<file path="src/rtl/pipe_stage_skid.sv">
// rtl/pipe_stage_skid.sv - pipeline stage register with 2-entry skid buffer (optional perf counters: PIPE_STAGE_PERF_EN)
module pipe_stage_skid #(
  parameter int                DATA_W     = 64,
  parameter logic [DATA_W-1:0] BUBBLE_VAL = '0,
  parameter int                CNT_W      = 16
) (
  input  logic              clk,
  input  logic              rst,
  input  logic              flush,
  input  logic              in_valid,
  output logic              in_ready,
  input  logic [DATA_W-1:0] in_data,
  output logic              out_valid,
  input  logic              out_ready,
`ifdef PIPE_STAGE_PERF_EN
  output logic [DATA_W-1:0] out_data,
  output logic [CNT_W-1:0]  stall_cnt,
  output logic [CNT_W-1:0]  bubble_cnt
`else
  output logic [DATA_W-1:0] out_data
`endif
);

  typedef enum logic [1:0] {
    S_EMPTY = 2'd0,
    S_ONE   = 2'd1,
    S_FULL  = 2'd2
  } state_t;

  state_t            r_state;
  logic [DATA_W-1:0] r_main;
  logic [DATA_W-1:0] r_skid;
  logic              r_out_valid;
  logic              r_in_ready;

  logic w_in_fire;
  logic w_out_fire;

  assign w_in_fire  = in_valid & r_in_ready;
  assign w_out_fire = r_out_valid & out_ready;

  // Handshake FSM: main holds the head word, skid catches the one word that
  // arrives in the cycle the registered in_ready could not yet react.
  always_ff @(posedge clk or posedge rst) begin
    if (rst) begin
      r_state     <= S_EMPTY;
      r_main      <= BUBBLE_VAL;
      r_skid      <= BUBBLE_VAL;
      r_out_valid <= 1'b0;
      r_in_ready  <= 1'b1;
    end else if (flush) begin
      r_state     <= S_EMPTY;
      r_main      <= BUBBLE_VAL;
      r_skid      <= BUBBLE_VAL;
      r_out_valid <= 1'b0;
      r_in_ready  <= 1'b1;
    end else begin
      case (r_state)
        S_EMPTY: begin
          if (w_in_fire) begin
            r_main      <= in_data;
            r_state     <= S_ONE;
            r_out_valid <= 1'b1;
            r_in_ready  <= 1'b1;
          end
        end
        S_ONE: begin
          if (w_in_fire && w_out_fire) begin
            r_main <= in_data;
          end else if (w_in_fire) begin
            r_skid     <= in_data;
            r_state    <= S_FULL;
            r_in_ready <= 1'b0;
          end else if (w_out_fire) begin
            r_main      <= BUBBLE_VAL;
            r_state     <= S_EMPTY;
            r_out_valid <= 1'b0;
          end
        end
        S_FULL: begin
          if (w_out_fire) begin
            r_main     <= r_skid;
            r_skid     <= BUBBLE_VAL;
            r_state    <= S_ONE;
            r_in_ready <= 1'b1;
          end
        end
        default: begin
          r_state     <= S_EMPTY;
          r_main      <= BUBBLE_VAL;
          r_skid      <= BUBBLE_VAL;
          r_out_valid <= 1'b0;
          r_in_ready  <= 1'b1;
        end
      endcase
    end
  end

  assign in_ready  = r_in_ready;
  assign out_valid = r_out_valid;
  assign out_data  = r_out_valid ? r_main : BUBBLE_VAL;

`ifdef PIPE_STAGE_PERF_EN
  logic [CNT_W-1:0] r_stall_cnt;
  logic [CNT_W-1:0] r_bubble_cnt;

  // Saturating counters for backpressure and empty-output cycles; only rst clears them.
  always_ff @(posedge clk or posedge rst) begin
    if (rst) begin
      r_stall_cnt  <= '0;
      r_bubble_cnt <= '0;
    end else begin
      if (r_out_valid && !out_ready && (r_stall_cnt != {CNT_W{1'b1}})) begin
        r_stall_cnt <= r_stall_cnt + 1'b1;
      end
      if (!r_out_valid && (r_bubble_cnt != {CNT_W{1'b1}})) begin
        r_bubble_cnt <= r_bubble_cnt + 1'b1;
      end
    end
  end

  assign stall_cnt  = r_stall_cnt;
  assign bubble_cnt = r_bubble_cnt;
`else
  // Counter width is meaningless without the counters; keep the parameter referenced.
  localparam int unused_cnt_w = CNT_W;
`endif

endmodule

</file>
<file path="config.mk">
export PLATFORM = sky130hd
export DESIGN_NAME = pipe_stage_skid
export DESIGN_NICKNAME = d
export VERILOG_FILES = /design/src/rtl/pipe_stage_skid.sv
export SDC_FILE = /design/constraint.sdc
export NUM_CORES = 1
export LEC_CHECK = 0
export CORE_UTILIZATION = 43
export CTS_BUF_LIST = sky130_fd_sc_hd__clkbuf_16
export CTS_CLUSTER_DIAMETER = 150
export DETAILED_ROUTE_END_ITERATION = 12
export GPL_ROUTABILITY_DRIVEN = 0
export PLACE_DENSITY_LB_ADDON = 0.25
export SLEW_MARGIN = 30
export SYNTH_ARGS = -nofsm -noshare
export SYNTH_HDL_FRONTEND = slang
export SYNTH_SLANG_ARGS = --single-unit
</file>
<file path="constraint.sdc">
create_clock -name clk -period 4.06 [get_ports clk]
set_input_delay 0.609 -clock clk [delete_from_list [all_inputs] [get_ports clk]]
set_output_delay 0.609 -clock clk [all_outputs]
set_load 0.005 [all_outputs]
</file>
==> After elaboration in Yosys (flattened, before gate mapping) <==
Cells that the tools add are included.
{ "word_totals": {"reg_bits": 132, "latch_bits": 0, "ram_bits": 0, "mem_bits_ro": 0, "wordCells": 56, "mem_count": 0} }
{ "classes": {"addsub": 0, "mul": 0, "n_div": 0, "n_lt_le_gt_ge": 0, "eq_ne": 13, "shifts": 0, "mux": 29, "bitwise_logic": 2, "reduce_logical": 7} }
{ "op_table": {"columns": ["cell", "n"], "rows": [
  ["2-to-1 mux 64 bit", 9],
  ["one-hot mux 64 bit (3 select lines)", 2],
  ["inequality test 3 bit (second input constant)", 6],
  ["AND reduction 4 bit", 4],
  ["2-to-1 mux 2 bit", 6],
  ["inequality test 4 bit (second input constant)", 3],
  ["2-to-1 mux 1 bit", 9],
  ["one-hot mux 1 bit (3 select lines)", 2],
  ["one-hot mux 2 bit (3 select lines)", 1],
  ["AND reduction 5 bit", 1],
  ["inequality test 2 bit (second input constant)", 2],
  ["bitwise AND 1 bit", 2],
  ["equality test 2 x 1 -> 1 bit (second input constant)", 1],
  ["equality test 2 bit (second input constant)", 1],
  ["logical NOT 2 bit", 1],
  ["logical AND 1 bit", 1]
]} }

==> Depth between registers and ports, before layout <==
Gate-level depths: netlist of the first run.
{ "depth": {"word_depth": 6, "mapped_depth": 7, "depth_no_buf": 4} }

==> Least setup slack after synthesis of the first run <==
Ideal clock, no wire load.
{ "synth_path": {"path_type": "flip-flop to output port", "start": "register r_out_valid (netlist: out_valid)", "end": "output port out_data[0]", "t_arrival_ns": 1.447, "required_time_ns": 3.451, "path_slack_ns": 2.004, "path_stages_with_launch": 6, "n_path_buf": 4, "path_cell_list": "dfrtp_1 buf_2 clkbuf_1 buf_1 clkbuf_1 and2_1"} }
{ "synth_via": {"elab_chain_len": 1} }
{ "synth_lines": {"columns": ["element", "line_no", "text"], "rows": [
  ["start: declaration", "33", "logic r_out_valid;"],
  ["start signal: assignment", "49", "r_out_valid <= 1'b0;"],
  ["start signal: assignment", "55", "r_out_valid <= 1'b0;"],
  ["start signal: assignment", "63", "r_out_valid <= 1'b1;"],
  ["2-to-1 mux 64 bit", "101", "assign out_data = r_out_valid ? r_main : BUBBLE_VAL;"],
  ["end: declaration", "20", "output logic [DATA_W-1:0] out_data"]
]} }
No other way between the ends.

==> Worst setup path in the final report of the first run <==
{ "layout_path": {"start": "register r_out_valid (netlist: out_valid)", "end": "output port out_data[16]"} }
The elaborated chain is that of the path after synthesis.

==> results.yml, run 1 <==
synthesis:
  syn-mean-instance-area_um2: 8.72
  post_synth_num_cell_types: 30
  yosysWarningCount: 0
  synth_fp_nets: 900
  syn_inst: 831
  syn_area_mm2: 0.00725
  synth-seq-area-share_pct: 45.6
  synth-seq-cells: 132
power_and_ir_drop:
  combPwrFrac_pct: 27.1
  p_leak_uw: 0.00361
  total_power_uw: 4550
  p_int_uw: 3040
  p_sw_uw: 1510
  powerDensity_mw_per_mm2: 487
  switching_share_pct: 33.2
  p_clk_share_pct: 37.1
  peakVddDrop_uv: 349
  seqPwrFrac_pct: 35.8
critical_path:
  crit_fanout: 72
  arrival_ns: 2.50
  r2r-start: "out_valid$_DFFE_PP0P_"
  worstSetupStartpoint: "out_valid$_DFFE_PP0P_"
  cp_cell_sequence: "buf_4 > and2_1 > clkdlybuf4s50_1"
  slowest_delay_ns: 0.87
  start_kind: "flop"
  reg2reg_slack_ns: 1.35
  critical_path_class: "reg -> out"
  end_kind: "output port"
  crit_slowest_cell: "dfrtp_4"
  crit_required_ns: 3.45
placement:
  dpl.hpwl_um: 11600
  io_buffer_count: 134
  dpl-instance-area_mm2: 0.00870
job:
  cap_violations: 0
die:
  start_util_pct: 43.9
  die_h_um: 132
  placementRows: 47
  core_mm2: 0.0165
  boundaryPins: 135
  die_area_mm2: 0.0174
  dieWidth_um: 132
finish:
  n_antenna_cell: 0
  seq_area_mm2: 0.00331
  fin_nets: 982
  area_growth_pct: 28.9
  finalInstanceArea_mm2: 0.00934
  drive_gt1_share_pct: 6.91
  multi_input_area_mm2: 0.00360
  final.fill_count: 1507
detailed_routing:
  drc: 0
  avgViaCountPerCell: 5.79
  drtIter0Drc: 557
  wl_per_cell_um: 17.9
  dr.pass1.iters: 7
  drt_wl_total_um: 20500
  ant_nets: 0
  vias: 6639
grt:
  grt_pass1_wl_um: 33800
  grt_util_all_layers_pct: 24.2
  antenna_found_initial: 1
  grt_overflow: 0
  grt_max_degree: 73
  first_global_vias: 6441
clocking:
  cts_sinks: 132
  cts_made_buffers: 17
  clk_latency_ns: 0.42
  cts_tree: "built"
  ctsHoldBuffers: 0
  clkTransAtPathRegs_ns: 0.06
  htree_levels: 4
  cts_root_buf: "clkbuf_16"
  cts_setup_buffers: 0
  cts_buffer_depth: 2
  cts-resized-gates: 0
sta:
  rsz0062_at_grt: "false"
  worst_pin_slew_ns: 0.848
  fin_hold_ws_ns: 0.529
  finalSetupTns_ns: 0
  max_freq_mhz: 321
  fin_skew_ns: 0.00562
  hold_viol: 0
  fin_crit_sh_pct: 76.7
  period_minus_slack_ns: 3.11
  finalSetupViolCount: 0
  slew_headroom_pct: 43.4
  slew_viol_final: 0
min_path:
  hp-class: "reg -> reg"
  min_from: "r_main[11]$_DFFE_PP0P_"
status:
  status: "finished, final reports clean"
cells by family after synthesis:
group,share of synthesized area (%)
xor+xnor,0.121
flops,45.6
simple gates,17.9
compound gates,22.3
buf+inv,5.23
mux,8.84
power groups by stage:
stage	clock (uW)	sequential [uW]	combinational, uW
after floorplan	0	1530	886
after global placement	0	1650	1220
after detailed placement	0	1650	1230
after CTS	1690	1620	1240
after global routing	1750	1650	1350
final	1690	1630	1230
layer usage:
layer / wire length (um) / GRT usage (%) / part of all wire (%)
met2: 9920 / 39.4 / 48
met5: 11 / 0 / 0.054
met4: 286 / 6.78 / 1.4
met1: 9040 / 32.4 / 44
met3: 1200 / 5.19 / 5.9
final timing paths:
kind                                     endpoint  cells after the start
min                        r_main[11]$_DFFE_PP0P_                      2
min in group asynchronous   r_main[0]$_DFFE_PP0P_                      2
max                                  out_data[16]                      3
min reg2reg                r_main[11]$_DFFE_PP0P_                      2
max in group asynchronous  r_skid[32]$_DFFE_PP0P_                      3
max reg2reg                r_skid[44]$_DFFE_PP0P_                      5
sequential cells by signal (all words and copies together) (netlist names):
register and flops:
r_skid 64, in_ready 1, r_state 2, r_main 64, out_valid 1
per-stage QoR:
stage | setup WS (ns) | cells | util (%)
global placement | 1.26 | 1114 | 52.7
CTS | 0.920 | 1146 | 56.5
detailed placement | 1.20 | 1114 | 52.7
floorplan | 1.81 | 831 | -
global route | 0.832 | 1146 | 56.5
finish | 0.947 | 1146 | 56.5
layout by cell type, fill, tap and decap left out, drive strengths merged, types with 2 or more instances in the layout:
cell type	instances
clkdlybuf4s50	132
nand3	64
bufinv	5
mux2i	64
and2	65
dfrtp	131
nor2b	2
clkbuf	17
a21oi	65
clkinvlp	3
nor2	67
a22oi	65
inv	4
clkinv	8
buf	21
o22ai	66
o21ai	65
nand2	68
worst max-delay path, delay by kind of cell (launching register included):
family	cells	cell delay (ns)
buffers and inverters	2	0.97
flip-flops	1	0.87
AND/OR/NAND/NOR	1	0.23
cell type report:
class / count / share of cell area, %
Multi-Input combinational cell: 604 / 38.6
Clock inverter: 15 / 2.28
Tap cell: 220 / 2.95
Sequential cell: 132 / 35.5
Inverter: 5 / 0.241
Timing Repair Buffer: 153 / 15.9
Clock buffer: 17 / 4.55
synthesized netlist by cell type, drive strengths merged:
master	n	area, um^2
dfstp	1	26.3
nand3	64	320
or2	1	6.26
dfrtp	131	3280
nor2b	2	12.5
nand2	68	255
buf	23	109
a31oi	1	6.26
a22oi	65	488
o221ai	1	15.0
a211oi	1	7.51
nand3b	1	7.51
nand2b	1	6.26
xor2	1	8.76
and2	65	407
nor2	67	251
mux2i	64	641
and3b	1	8.76
o32ai	1	27.5
o22ai	66	413
clkbuf	67	251
inv	5	18.8
a21oi	65	325
and3	1	6.26
nor3	1	10.0
o21ai	65	325
a21boi	1	7.51
nand4b	1	8.76
Note: power is estimated with default switching activity, not from simulation.
==> inputs of run 2 (changes only) <==
==> constraint.sdc (replaced) <==
create_clock -name clk -period 2.8 [get_ports clk]
set_input_delay 0.42 -clock clk [delete_from_list [all_inputs] [get_ports clk]]
set_output_delay 0.42 -clock clk [all_outputs]
set_load 0.005 [all_outputs]
==> run 2 against run 1 <==
Net effect:
- count of clock-buffer cells in the layout did not move
- cell area rose by 1.2%
- worst hold slack got worse by 0.16 ns
- highest routed layer is now met4
- final cell count rose by 0.61%
- sequential power rose by 42%
- global-route usage rose by 0.27 points
- total power rose by 44%
- via count rose by 0.86%
- largest power group is now sequential cells
==> results.yml, run 2 (synthesis gave the netlist of run 1 again) <==
status:
  status: "finished, final reports clean"
job:
  cap_violations: 0
power_and_ir_drop:
  combPwrFrac_pct: 29.7
  p_sw_uw: 2160
  p_leak_uw: 0.00367
  peakVddDrop_uv: 552
  seqPwrFrac_pct: 35.3
  powerDensity_mw_per_mm2: 692
  switching_share_pct: 33.0
  p_clk_share_pct: 35.0
  p_int_uw: 4380
grt:
  grt_pass1_wl_um: 33800
  met3_usage_pct: 3.42
  top_usage_layer: "met2"
  grt.met1_usage_pct: 32.5
  first_global_vias: 6486
  grt_util_all_layers_pct: 24.4
  grt_overflow: 0
  antenna_found_initial: 0
  grt_max_degree: 65
  met2_usage_pct: 40.6
clocking:
  cts_tree: "built"
  clkTransAtPathRegs_ns: 0.06
  cts_setup_buffers: 0
  ctsHoldBuffers: 0
  cts-resized-gates: 0
  cts_buffer_depth: 2
  cts_made_buffers: 17
  htree_levels: 4
  cts_root_buf: "clkbuf_16"
  clk_latency_ns: 0.42
  cts_sinks: 132
die:
  die_h_um: 132
  core_mm2: 0.0165
  die_area_mm2: 0.0174
  boundaryPins: 135
  start_util_pct: 43.9
  dieWidth_um: 132
  placementRows: 47
detailed_routing:
  dr.pass1.iters: 5
  wl_per_cell_um: 18.0
  drtIter0Drc: 457
  drc: 0
  drt_wl_total_um: 20700
  avgViaCountPerCell: 5.81
  vias: 6696
  ant_nets: 0
finish:
  layout_common_cells: "clkdlybuf4s50_1 (132), dfrtp_1 (128), nand2_1 (68), o22ai_1 (66), nor2_1 (66)"
  drive_gt1_share_pct: 6.97
  final.fill_count: 1483
  area_growth_pct: 30.4
  final_common_cell: "clkdlybuf4s50_1"
  n_antenna_cell: 0
  top_regs: "r_main (64), r_skid (64), r_state (2)"
  fin_nets: 989
critical_path:
  crit_slowest_cell: "dfrtp_4"
  slowest_delay_ns: 0.72
  cp_cell_sequence: "buf_4 > and2_1 > clkdlybuf4s50_1"
  critical_path_class: "reg -> out"
  arrival_ns: 2.20
  start_kind: "flop"
  crit_fanout: 48
  end_kind: "output port"
  crit_required_ns: 2.38
sta:
  hold_viol: 0
  finalSetupTns_ns: 0
  fin_hold_ws_ns: 0.368
  worst_pin_slew_ns: 0.895
  rsz0062_at_grt: "false"
  max_freq_mhz: 382
  finalSetupViolCount: 0
  fin_skew_ns: 0.00682
  period_minus_slack_ns: 2.62
  slew_viol_final: 0
  fin_crit_sh_pct: 93.4
  slew_headroom_pct: 40.3
placement:
  io_buffer_count: 134
  dpl.hpwl_um: 12000
min_path:
  hp-class: "in -> async"
==> run 2: changes by cell type in the layout (fill, tap and decap cells not counted), sizes merged <==
cell	previous run	this run
buf	21	28
bufinv	5	4
clkinv	8	9
clkinvlp	3	2
inv	4	5
==> run 2: critical path: cells and delay by family (launching register included) <==
family                 cells  cell delay [ns]
DFF                        1             0.72
buffers and inverters      2             0.84
and+or+nand+nor            1             0.20
==> run 2: final cells by class <==
| type | count | area [um^2] | area share, % |
|---|---|---|---|
| multi-input cells | 604 | 3600 | 38.1 |
| clock buffers | 17 | 425 | 4.50 |
| inverters | 5 | 22.5 | 0.238 |
| clock inverters | 15 | 170 | 1.80 |
| flip-flops and latches | 132 | 3310 | 35.0 |
| well taps | 220 | 275 | 2.91 |
| repair buffers | 160 | 1640 | 17.4 |
==> run 2: path summary, 6_finish.rpt <==
| kind | slack, ns | to | from | cells past startpoint |
|---|---|---|---|---|
| setup / recovery | 0.18 | out_data[37] | out_valid$_DFFE_PP0P_ | 3 |
| hold / removal | 0.37 | r_main[0]$_DFFE_PP0P_ | rst | 2 |
| setup reg to reg | 0.57 | r_main[50]$_DFFE_PP0P_ | r_state[1]$_DFFE_PP0P_ | 5 |
| hold reg to reg | 0.52 | r_main[41]$_DFFE_PP0P_ | r_main[41]$_DFFE_PP0P_ | 2 |
| max in group asynchronous | 1.72 | r_main[45]$_DFFE_PP0P_ | rst | 3 |
| min in group clk | 0.52 | r_main[41]$_DFFE_PP0P_ | r_main[41]$_DFFE_PP0P_ | 2 |
==> run 2: power groups by stage <==
stage,clock [uW],sequential (uW),combinational (uW)
after floorplan,0,2220,1280
after global placement,0,2340,1920
after detailed placement,0,2340,1940
after CTS,2310,2310,1950
after global routing,2390,2340,2130
final,2290,2310,1940
==> run 2: per-layer routing <==
layer	share of wire [%]	vias up
met5	0	-
met1	44	3317
met4	1.7	0
li1	-	3148
met3	4.4	29
met2	50	202
==> run 2: per-stage QoR <==
| stage | std cells | worst slack, ns | area (um^2) | utilization [%] | total power (uW) |
|---|---|---|---|---|---|
| after global routing | 1153 | 0.0806 | 9450 | 57.2 | 6860 |
| after global placement | 1121 | 0.479 | 8860 | 53.6 | 4260 |
| after CTS | 1153 | 0.148 | 9450 | 57.2 | 6570 |
| after floorplan | 831 | 0.744 | 7250 | - | 3510 |
| after detailed placement | 1121 | 0.454 | 8860 | 53.6 | 4280 |
| final | 1153 | 0.184 | 9450 | 57.2 | 6540 |
